<file path="src/rtl/uart_rx_os.sv">
// uart_rx_os: 16x-oversampling UART receiver with 3-sample mid-bit majority vote, 8N1.
// Define UART_RX_PARITY_EN for 8E1 frames with a parity-error strobe.
module uart_rx_os #(
    parameter int CLK_FREQ   = 10000000,
    parameter int BAUD       = 9600,
    parameter int OVERSAMPLE = 16
) (
    input  logic       clk,
    input  logic       rst_n,
    input  logic       i_in,
    output logic [7:0] o_data,
    output logic       o_valid,
    output logic       o_frame_err,
    output logic       o_parity_err,
    output logic       o_busy
);
    localparam int DIV = CLK_FREQ / (BAUD * OVERSAMPLE);
    localparam int CW  = $clog2(DIV);

    typedef enum logic [2:0] {IDLE, START, DATA, PARITY, STOP, BREAK} state_t;

    state_t        state;
    logic          sync_0, rx_s, rx_d;
    logic [CW-1:0] cnt;
    logic [3:0]    tcnt;
    logic [2:0]    bcnt;
    logic [7:0]    shift;
    logic          s0, s1, last;
    logic          tick, maj, decide, wrap;

    assign tick   = state != IDLE && cnt == CW'(DIV - 1);
    assign maj    = (s0 & s1) | (s0 & rx_s) | (s1 & rx_s);
    assign decide = tick && tcnt == 4'd9;
    assign wrap   = tick && tcnt == 4'd15;
    assign o_busy = state != IDLE;

`ifdef UART_RX_PARITY_EN
    logic par_bad;
`else
    assign o_parity_err = 1'b0;
`endif

    always_ff @(posedge clk) begin
        if (!rst_n) begin
            sync_0      <= 1'b1;
            rx_s        <= 1'b1;
            rx_d        <= 1'b1;
            cnt         <= '0;
            tcnt        <= '0;
            bcnt        <= '0;
            shift       <= '0;
            s0          <= 1'b1;
            s1          <= 1'b1;
            last        <= 1'b0;
            state       <= IDLE;
            o_data      <= '0;
            o_valid     <= 1'b0;
            o_frame_err <= 1'b0;
`ifdef UART_RX_PARITY_EN
            par_bad      <= 1'b0;
            o_parity_err <= 1'b0;
`endif
        end else begin
            sync_0      <= i_in;
            rx_s        <= sync_0;
            rx_d        <= rx_s;
            o_valid     <= 1'b0;
            o_frame_err <= 1'b0;
`ifdef UART_RX_PARITY_EN
            o_parity_err <= 1'b0;
`endif
            cnt <= (state == IDLE || tick) ? '0 : cnt + 1'b1;
            if (tick) tcnt <= tcnt + 1'b1;
            if (tick && tcnt == 4'd7) s0 <= rx_s;
            if (tick && tcnt == 4'd8) s1 <= rx_s;
            case (state)
                // tcnt starts at 2 so every tcnt==9 decision lands exactly on a mid-bit point
                IDLE: if (rx_d && !rx_s) begin
                    state <= START;
                    tcnt  <= 4'd2;
                    bcnt  <= '0;
                    last  <= 1'b0;
                end
                START: if (decide) state <= maj ? IDLE : DATA;
                DATA: begin
                    if (decide) begin
                        shift <= {maj, shift[7:1]};
                        bcnt  <= bcnt + 1'b1;
                        last  <= bcnt == 3'd7;
                    end
`ifdef UART_RX_PARITY_EN
                    if (wrap && last) state <= PARITY;
`else
                    if (wrap && last) state <= STOP;
`endif
                end
`ifdef UART_RX_PARITY_EN
                PARITY: begin
                    if (decide) par_bad <= ^{shift, maj};
                    if (wrap) state <= STOP;
                end
`endif
                STOP: if (decide) begin
                    if (!maj) begin
                        o_frame_err <= 1'b1;
                        state       <= BREAK;
`ifdef UART_RX_PARITY_EN
                    end else if (par_bad) begin
                        o_parity_err <= 1'b1;
                        state        <= IDLE;
`endif
                    end else begin
                        o_data  <= shift;
                        o_valid <= 1'b1;
                        state   <= IDLE;
                    end
                end
                BREAK: if (rx_s) state <= IDLE;
                default: state <= IDLE;
            endcase
        end
    end
endmodule
</file>
<file path="config.mk">
export PLATFORM = sky130hd
export DESIGN_NAME = uart_rx_os
export DESIGN_NICKNAME = d
export VERILOG_FILES = /design/src/rtl/uart_rx_os.sv
export SDC_FILE = /design/constraint.sdc
export NUM_CORES = 1
export LEC_CHECK = 0
export ABC_CLOCK_PERIOD_IN_PS = 2100
export CORE_UTILIZATION = 48
export DETAILED_ROUTE_END_ITERATION = 16
export GPL_ROUTABILITY_DRIVEN = 0
export GPL_TIMING_DRIVEN = 0
export PLACE_DENSITY = 0.68
export SLEW_MARGIN = 25
export SYNTH_ARGS = -nofsm -noshare
export SYNTH_HDL_FRONTEND = slang
export SYNTH_SLANG_ARGS = --single-unit
</file>
<file path="constraint.sdc">
create_clock -name clk -period 2.1 [get_ports clk]
set_input_delay 0.42 -clock clk [delete_from_list [all_inputs] [get_ports clk]]
set_output_delay 0.42 -clock clk [all_outputs]
set_load 0.005 [all_outputs]
</file>
== Yosys cells after proc, flatten, opt, wreduce, memory -nomap -nowiden ==
Index checks and enable logic that the tools add are counted.
Widths: inputs -> output; s select.

* Flip-flop bits (word level): 41
* Input bits: 3
* Output and inout port bits: 12
* Logic and storage cells: 76

* $add $sub $neg: 3
* Equal/unequal tests: 16
* Muxes and demuxes: 19
* Bitwise operators: 6
* Reductions and logical operators: 18

{| class="wikitable"
|+ Operators by type and width
! cell !! count
|-
| $mux 3 || 8
|-
| $pmux 3 s5 || 1
|-
| $eq 4x4->1 const B || 3
|-
| $mux 4 || 3
|-
| $ne 2x2->1 const B || 5
|-
| $eq 3x3->1 const B || 3
|-
| $reduce_and 3->1 || 3
|-
| $add 7x1->7 const B || 1
|-
| $eq 7x7->1 const B || 1
|-
| $logic_and 1x1->1 || 7
|-
| $pmux 3 s2 || 1
|-
| $reduce_and 5->1 || 1
|-
| $add 4x1->4 const B || 1
|-
| $eq 4x3->1 const B || 1
|-
| $mux 1 || 4
|-
| $add 3x1->3 const B || 1
|-
| $and 1x1->1 || 3
|-
| $eq 3x1->1 const B || 1
|-
| $eq 3x2->1 const B || 1
|-
| $logic_not 3->1 || 1
|-
| $reduce_bool 3->1 || 1
|-
| $mux 2 || 1
|-
| $ne 2x1->1 const B || 1
|-
| $or 1x1->1 || 2
|-
| other kinds (7) || 7
|}

== Logic depth before layout (Yosys ltp) ==
Gate-level depths: netlist of the first run.

* Depth in word-level cells: 6
* Gate-level depth with buffers: 7
* Mapped depth without buffers: 6

== Worst setup path before layout of the first run ==
OpenSTA, ideal clock, no wires.

* Kind: reg2reg
* Start point: reg cnt[0]
* End point: reg state[2]
* Setup time: 0.116 ns
* Arrival: 1.569 ns
* Data required time: 1.984 ns
* Path slack: 0.415 ns
* Cell stages (with the launch flop): 8
* Buffers on the path: 1
* Clock period less this slack: 1.685 ns
* Path through: dfxtp_1 > inv_1 > ha_1 > and2_0 > and3_1 > buf_2 > a221o_1 > o211a_1

* Longest elaborated chain between the ends: 6
* Elaborated cells on any way between the ends: 9
* Those cells by class: eq/ne: 4; reduce/logical: 5

{| class="wikitable"
|+ RTL lines
! what !! line !! RTL
|-
| start, declared || 24 || <nowiki>logic [CW-1:0] cnt;</nowiki>
|-
| start signal, assigned || 72 || <nowiki>cnt <= (state == IDLE || tick) ? '0 : cnt + 1'b1;</nowiki>
|-
| $eq 7x7->1 (*) || 31 || <nowiki>assign tick = state != IDLE && cnt == CW'(DIV - 1);</nowiki>
|-
| $logic_and 1x1->1 (*) || 31 ||
|-
| $logic_and 1x1->1 || 34 || <nowiki>assign wrap = tick && tcnt == 4'd15;</nowiki>
|-
| $logic_and 1x1->1 || 94 || <nowiki>if (wrap && last) state <= STOP;</nowiki>
|-
| $ne 2x2->1 (no source line) || - ||
|-
| $reduce_and 5->1 (no source line) (*) || - ||
|-
| end signal, assigned || 84 || <nowiki>START: if (decide) state <= maj ? IDLE : DATA;</nowiki>
|-
| end, declared || 22 || <nowiki>state_t state;</nowiki>
|}

Mark *: on every way between the ends. The rest lies on a longest branch, timed or not.
A chain may end at the register's enable or synchronous reset.

== Worst setup path in the final report of the first run ==
* Start point: reg state[2]
* End point: out o_busy

* Longest elaborated chain between the ends: 1

{| class="wikitable"
|+ RTL lines
! what !! line !! RTL
|-
| $reduce_bool 3->1 || 35 || <nowiki>assign o_busy = state != IDLE;</nowiki>
|-
| end, declared || 15 || <nowiki>output logic o_busy</nowiki>
|}

Every way passes these cells.

==> flow_summary.ini, run 1 <==
[clock_network]
root_buffer = clkbuf_8
cts_tree = built
h-tree-depth = 2
clk_path_buf_depth = 2
clkSinkCount = 41
clock_latency_ns = 0.29
postCtsHoldBufs = 0
postCtsSetupBuffers = 0
path_clk_slew_ns = 0.08
cts_buffers = 5

[worst_setup_path]
rr_startpoint = cnt[0]
reg2regPathDepth = 7
cp_slowest_cell = clkdlybuf4s50_1
r2r-end = state[2]
crit_buf_inv = 3
cpPeakStageDelay_ns = 0.46
rrSetupSlack_ns = 0.24
cp_cell_sequence = buf_2 > nor3_4 > inv_1 > clkdlybuf4s50_1
critPathArrivalTime_ns = 1.59
cp.required_ns = 1.68
crit_path_end_kind = primary output
path_class = flip-flop to primary output
cp.depth = 4
cp-startpoint = state[2]
cp_max_fo = 10
crit_family = buffers and inverters
critPathLaunchType = flip-flop

[floorplan]
fp-row-count = 22
die_h_um = 65.1
core_area_um2 = 3740
die_area_um2 = 4230
die_x_um = 65.1
ioPinCount = 15
start_util = 0.510

[placed_design]
placed_cells = 273
dp_hpwl_mm = 2.67
port-buffer-count = 13

[timing]
fin_crit_ns = 2.01
timing.final.crit_share = 0.956
rsz0062_at_grt = false
final_hold_viol_count = 0
relSlewSlack = 0.633
drv_slew = 0
setup_violations = 0
finClkSkew_ns = 0.00828
tightestPinTransition_ns = 0.548
finalSetupTns_ns = 0
timing.fmax_ghz = 0.498

[global_route]
met2_usage = 0.328
busiest_layer = met2
grt_pass1_vias = 1465
grt_usage = 0.208
overflow = 0
grtUsageMet3 = 0.0599
antenna_found_initial = 0
grt_util_met1 = 0.252
grt_pass1_wl_mm = 6.64
grt_start_max_net_pins = 14

[route]
avgRoutedWirePerCell_um = 13.1
vias = 1532
ant_nets = 0
drtPass1Iterations = 4
routed_wl_mm = 3.68
drc = 0
drtIter0Drc = 67
vias_per_cell = 5.45

[logic_synthesis]
synth_top_family_by_area = simple AND/OR/NAND/NOR gates
synth_seq_area_share = 0.430
async_reset_ff_frac = 0
netlist_area_um2 = 1910
synth-seq-cells = 41
synth.area.mux_share = 0.0275
synth-compound-area-share = 0.154
yosys_warnings = 0
synth_area_leader_cell = dfxtp_1
synth-xor-area-share = 0.0321
ys_types = 44
netlist.area_leader.share = 0.430
ys_top_cells_by_area = dfxtp_1 (43%), a21boi_0 (7.9%), nand2_1 (5.1%)
syn_inst = 212
synth_ff_type = dfxtp_1
synthAdderAreaFrac = 0.0518
synth_fp_nets = 222
synth.avg_cell_area_um2 = 9.01
synth_edf_count = 0
synthSimpleGateAreaFrac = 0.261

[final_layout]
drive_gt1_frac = 0.0901
syn2layout_area_growth_pct = 15.1
num_antenna_cells = 0
finalNonFillerCells = 281
nNetsFinal = 242

[power_and_ir_drop]
irDropWorstVdd_mv = 0.363
p_leak_nw = 0.796
powerDensity_nw_per_um2 = 621

[hold_path]
min_path_cells = 1
worstHoldStart = sync_0
worstHoldEndpoint = rx_s
min_path_type = flip-flop to flip-flop

[run]
max_cap_violations = 0

[outcome]
status = finished clean
## per-layer routing
layer	up-vias	part of all wire
li1	782	-
met1	708	0.47
met2	31	0.47
met3	11	0.033
met4	0	0.026
met5	-	0
## what timing repair did
item | in CTS | in global routing
resized for setup | 1 | 1
endpoints found under the setup margin | 1 | 1
hold endpoints to repair | 0 | 0
## layout make-up
class	instances	area, µm²
Clock inverter	3	17.5
Multi-Input combinational cell	153	1020
Tap cell	48	60.1
Timing Repair Buffer	13	130
Buffer	11	52.6
Fill cell	342	1550
Clock buffer	5	68.8
Sequential cell	41	821
Inverter	7	26.3
## worst max path at each step
stage                to  slack (ns)
6_report         o_busy        0.09
5_1_grt          o_busy        0.02
4_1_cts          o_busy        0.03
3_5_place_dp   state[1]        0.19
3_3_place_gp   state[1]        0.18
2_1_floorplan  state[2]        0.41
## state kept, by name (all words and copies together) (netlist names)
| signal | cells |
|---|---|
| o_frame_err | 1 |
| tcnt | 4 |
| s0 | 1 |
| shift | 8 |
| cnt | 7 |
| state | 3 |
| bcnt | 3 |
| o_valid | 1 |
| rx_s | 1 |
| sync_0 | 1 |
| last | 1 |
| rx_d | 1 |
| o_data | 8 |
| s1 | 1 |
## worst register-to-register path, stage by stage, from the launching register on
cell and delay, ns:
dfxtp_1 0.37, inv_1 0.06, ha_1 0.20, and2_0 0.25, and3_1 0.23, buf_2 0.18, a221o_1 0.36, o211a_1 0.12
## cells by family (layout without fill, tap and decap cells)
family / count (synthesis) / after routing
flops: 41 / 41
mux: 4 / 4
compound gates: 40 / 40
simple gates: 93 / 93
buf+inv: 18 / 39
other cells: 1 / 1
fa+ha+maj: 8 / 8
xor+xnor: 7 / 7
## synth_stat cells, types with 2 or more instances
cell type	count
buf_2	6
clkbuf_1	4
mux2i_1	3
nand3_1	16
dfxtp_1	41
inv_1	7
xnor2_1	4
and4_1	2
nor3_1	3
nand4_1	3
nor3b_1	3
nand2_1	26
o21ai_0	9
o21a_1	2
xor2_1	3
nor2_1	15
and3_1	5
nor4_1	2
and2_0	2
nand2b_1	6
ha_1	7
a21boi_0	20
nand3b_1	2
## report_power, final
part	leakage, nW	internal [mW]	total, mW	switching, mW
clock	0.0439	0.229	0.498	0.269
sequential	0.331	0.784	0.788	0.00477
combinational	0.421	0.0358	0.0783	0.0425
## per-stage QoR
step / hold slack, ns / setup slack, ns / instance area (µm²) / utilization / total power [mW]
after floorplan: 0.386 / 0.415 / 1910 / - / 0.859
after global placement: 0.391 / 0.185 / 2100 / 0.561 / 0.880
after detailed placement: 0.397 / 0.195 / 2100 / 0.561 / 0.882
after CTS: 0.413 / 0.0340 / 2190 / 0.585 / 1.39
after global routing: 0.452 / 0.0199 / 2200 / 0.587 / 1.43
final: 0.405 / 0.0920 / 2200 / 0.587 / 1.36
## placed cells by master (no fill, tap or decap), drive strengths merged, types with 2 or more instances in the layout
master,synthesis,final
nand4,3,3
xor2,3,3
clkbuf,4,9
mux2i,3,3
nor3b,3,3
nor4,3,3
and3,5,5
clkinv,0,2
ha,7,7
inv,7,7
and4,2,2
nand3b,2,2
buf,7,7
nand2b,6,6
xnor2,4,4
o21a,2,2
dfxtp,41,41
clkdlybuf4s50,0,13
a21boi,20,20
nand3,16,16
nor2,15,15
o311ai,2,2
o21ai,9,9
and2,2,2
nor3,3,3
nand2,26,26
(Power assumes the default switching activity.)
==> inputs of run 2 (changes only) <==
REMOVE_ABC_BUFFERS = 1   (was not set)
==> run 2 against run 1 <==
Effect of this change:
- combinational power fell by 18%
- final cell count fell by 2.8%
- non-clock buffer count decreased by 8
- critical path type unchanged
- via count fell by 1.3%
- maximum frequency fell by 2.5%
- worst hold slack improved by 0.0080 ns
==> flow_summary.ini, run 2 (same netlist as run 1, synthesis figures left out) <==
[outcome]
status = finished clean

[clock_network]
postCtsHoldBufs = 0
path_clk_slew_ns = 0.07
cts_tree = built
h-tree-depth = 2
clk_path_buf_depth = 2
clock_latency_ns = 0.29
cts_buffers = 5
root_buffer = clkbuf_8
clkSinkCount = 41

[power_and_ir_drop]
comb_power_share = 0.047
power_frac_seq = 0.587
irDropWorstVdd_mv = 0.319
p_sw_mw = 0.309
intPower_mw = 1.04
p_leak_nw = 0.763
powerDensity_nw_per_um2 = 628
swShare = 0.228
clock_power_share = 0.365

[route]
routed_wl_mm = 3.61
drc = 0
drtIter0Drc = 116
drtPass1Iterations = 4
ant_nets = 0
vias = 1512
vias_per_cell = 5.54
avgRoutedWirePerCell_um = 13.2

[worst_setup_path]
crit_buf_inv = 2
critPathArrivalTime_ns = 1.64
crit_path_end_kind = primary output
cpPeakStageDelay_ns = 0.55
path_class = flip-flop to primary output
cp_max_fo = 10
cp_slowest_cell = dfxtp_1
cp.required_ns = 1.68
crit_family = buffers and inverters
cp_cell_sequence = nor3_2 > inv_1 > clkdlybuf4s50_1
critPathLaunchType = flip-flop

[final_layout]
nNetsFinal = 234
seqCellArea_um2 = 822
drive_gt1_frac = 0.0800
final_common_cell = dfxtp_1
num_antenna_cells = 0
final_cell_mix = dfxtp_1 (40), nand2_1 (26), a21boi_0 (20)
multi_input_area_um2 = 1010
largestRegisters = o_data x8, shift x8, cnt x7
fin_util = 0.575
fill_cells = 363
syn2layout_area_growth_pct = 12.8
fin_area_um2 = 2150

[timing]
final_hold_viol_count = 0
fin_crit_ns = 2.06
hold_slack_ns = 0.413
timing.final.crit_share = 0.980
finalSetupTns_ns = 0
relSlewSlack = 0.646
finClkSkew_ns = 0.00448
drv_slew = 0
timing.fmax_ghz = 0.486
setup_violations = 0
tightestPinTransition_ns = 0.528
rsz0062_at_grt = false

[floorplan]
start_util = 0.510
die_x_um = 65.1
ioPinCount = 15
die_area_um2 = 4230
core_area_um2 = 3740
die_h_um = 65.1
fp-row-count = 22

[placed_design]
dp_hpwl_mm = 2.52
port-buffer-count = 13
dpl_cell_area_um2 = 2050

[global_route]
overflow = 0
grt_usage = 0.195
grt_start_max_net_pins = 35
antenna_found_initial = 0
grt_pass1_vias = 1436
grt_pass1_wl_mm = 6.27

[run]
max_cap_violations = 0

[hold_path]
min_path_type = flip-flop to flip-flop
-- run 2: cell types whose count changed in the layout (fill, tap and decap cells not counted), sizes merged --
cell / previous run / this run
clkbuf: 9 / 6
clkinvlp: 1 / 0
buf: 7 / 4
clkdlybuf4s50: 13 / 12
-- run 2: cell type report --
| cell class | count | area share |
|---|---|---|
| inverters | 7 | 0.0122 |
| clock inverters | 2 | 0.00465 |
| repair buffers | 16 | 0.0686 |
| clock buffers | 6 | 0.0337 |
| flip-flops and latches | 41 | 0.382 |
| well taps | 48 | 0.0279 |
| multi-input cells | 153 | 0.471 |
-- run 2: power groups by stage --
stage / registers [mW] / logic (mW) / clock network (mW)
global placement: 0.811 / 0.0625 / 0
finish: 0.794 / 0.0642 / 0.494
CTS: 0.794 / 0.0659 / 0.502
global route: 0.795 / 0.0713 / 0.544
detailed placement: 0.812 / 0.0649 / 0
floorplan: 0.809 / 0.0410 / 0
-- run 2: timing repair --
| action | 4_1_cts | 5_1_grt |
|---|---|---|
| resized for setup | 1 | 1 |
| gates cloned | 0 | 0 |
| setup endpoints to repair | 1 | 2 |
| pin swaps | 0 | 1 |
| setup buffers | 0 | 3 |
-- run 2: path summary, 6_finish.rpt --
path / start / endpoint / slack, ns / cells past startpoint
worst min register to register: sync_0 / rx_s / 0.41 / 1
worst min-delay path: sync_0 / rx_s / 0.41 / 1
worst max register to register: cnt[0] / state[0] / 0.21 / 6
worst max-delay path: state[2] / o_busy / 0.04 / 3
-- run 2: per-stage QoR --
step / std cells / setup slack (ns) / total power [mW]
2_1_floorplan: 201 / 0.430 / 0.850
3_3_place_gp: 262 / -0.129 / 0.873
3_5_place_dp: 262 / -0.195 / 0.877
4_1_cts: 270 / 0.0533 / 1.36
5_1_grt: 273 / 0.00818 / 1.41
6_report: 273 / 0.0413 / 1.35
-- run 2: layer usage --
metal	track usage	wire, µm	part of all wire	up-vias
met2	0.335	1800	0.50	38
met3	0.0581	158	0.044	5
li1	-	-	-	765
met1	0.221	1600	0.44	704
met4	0.0897	61	0.017	0
met5	0	0	0	-
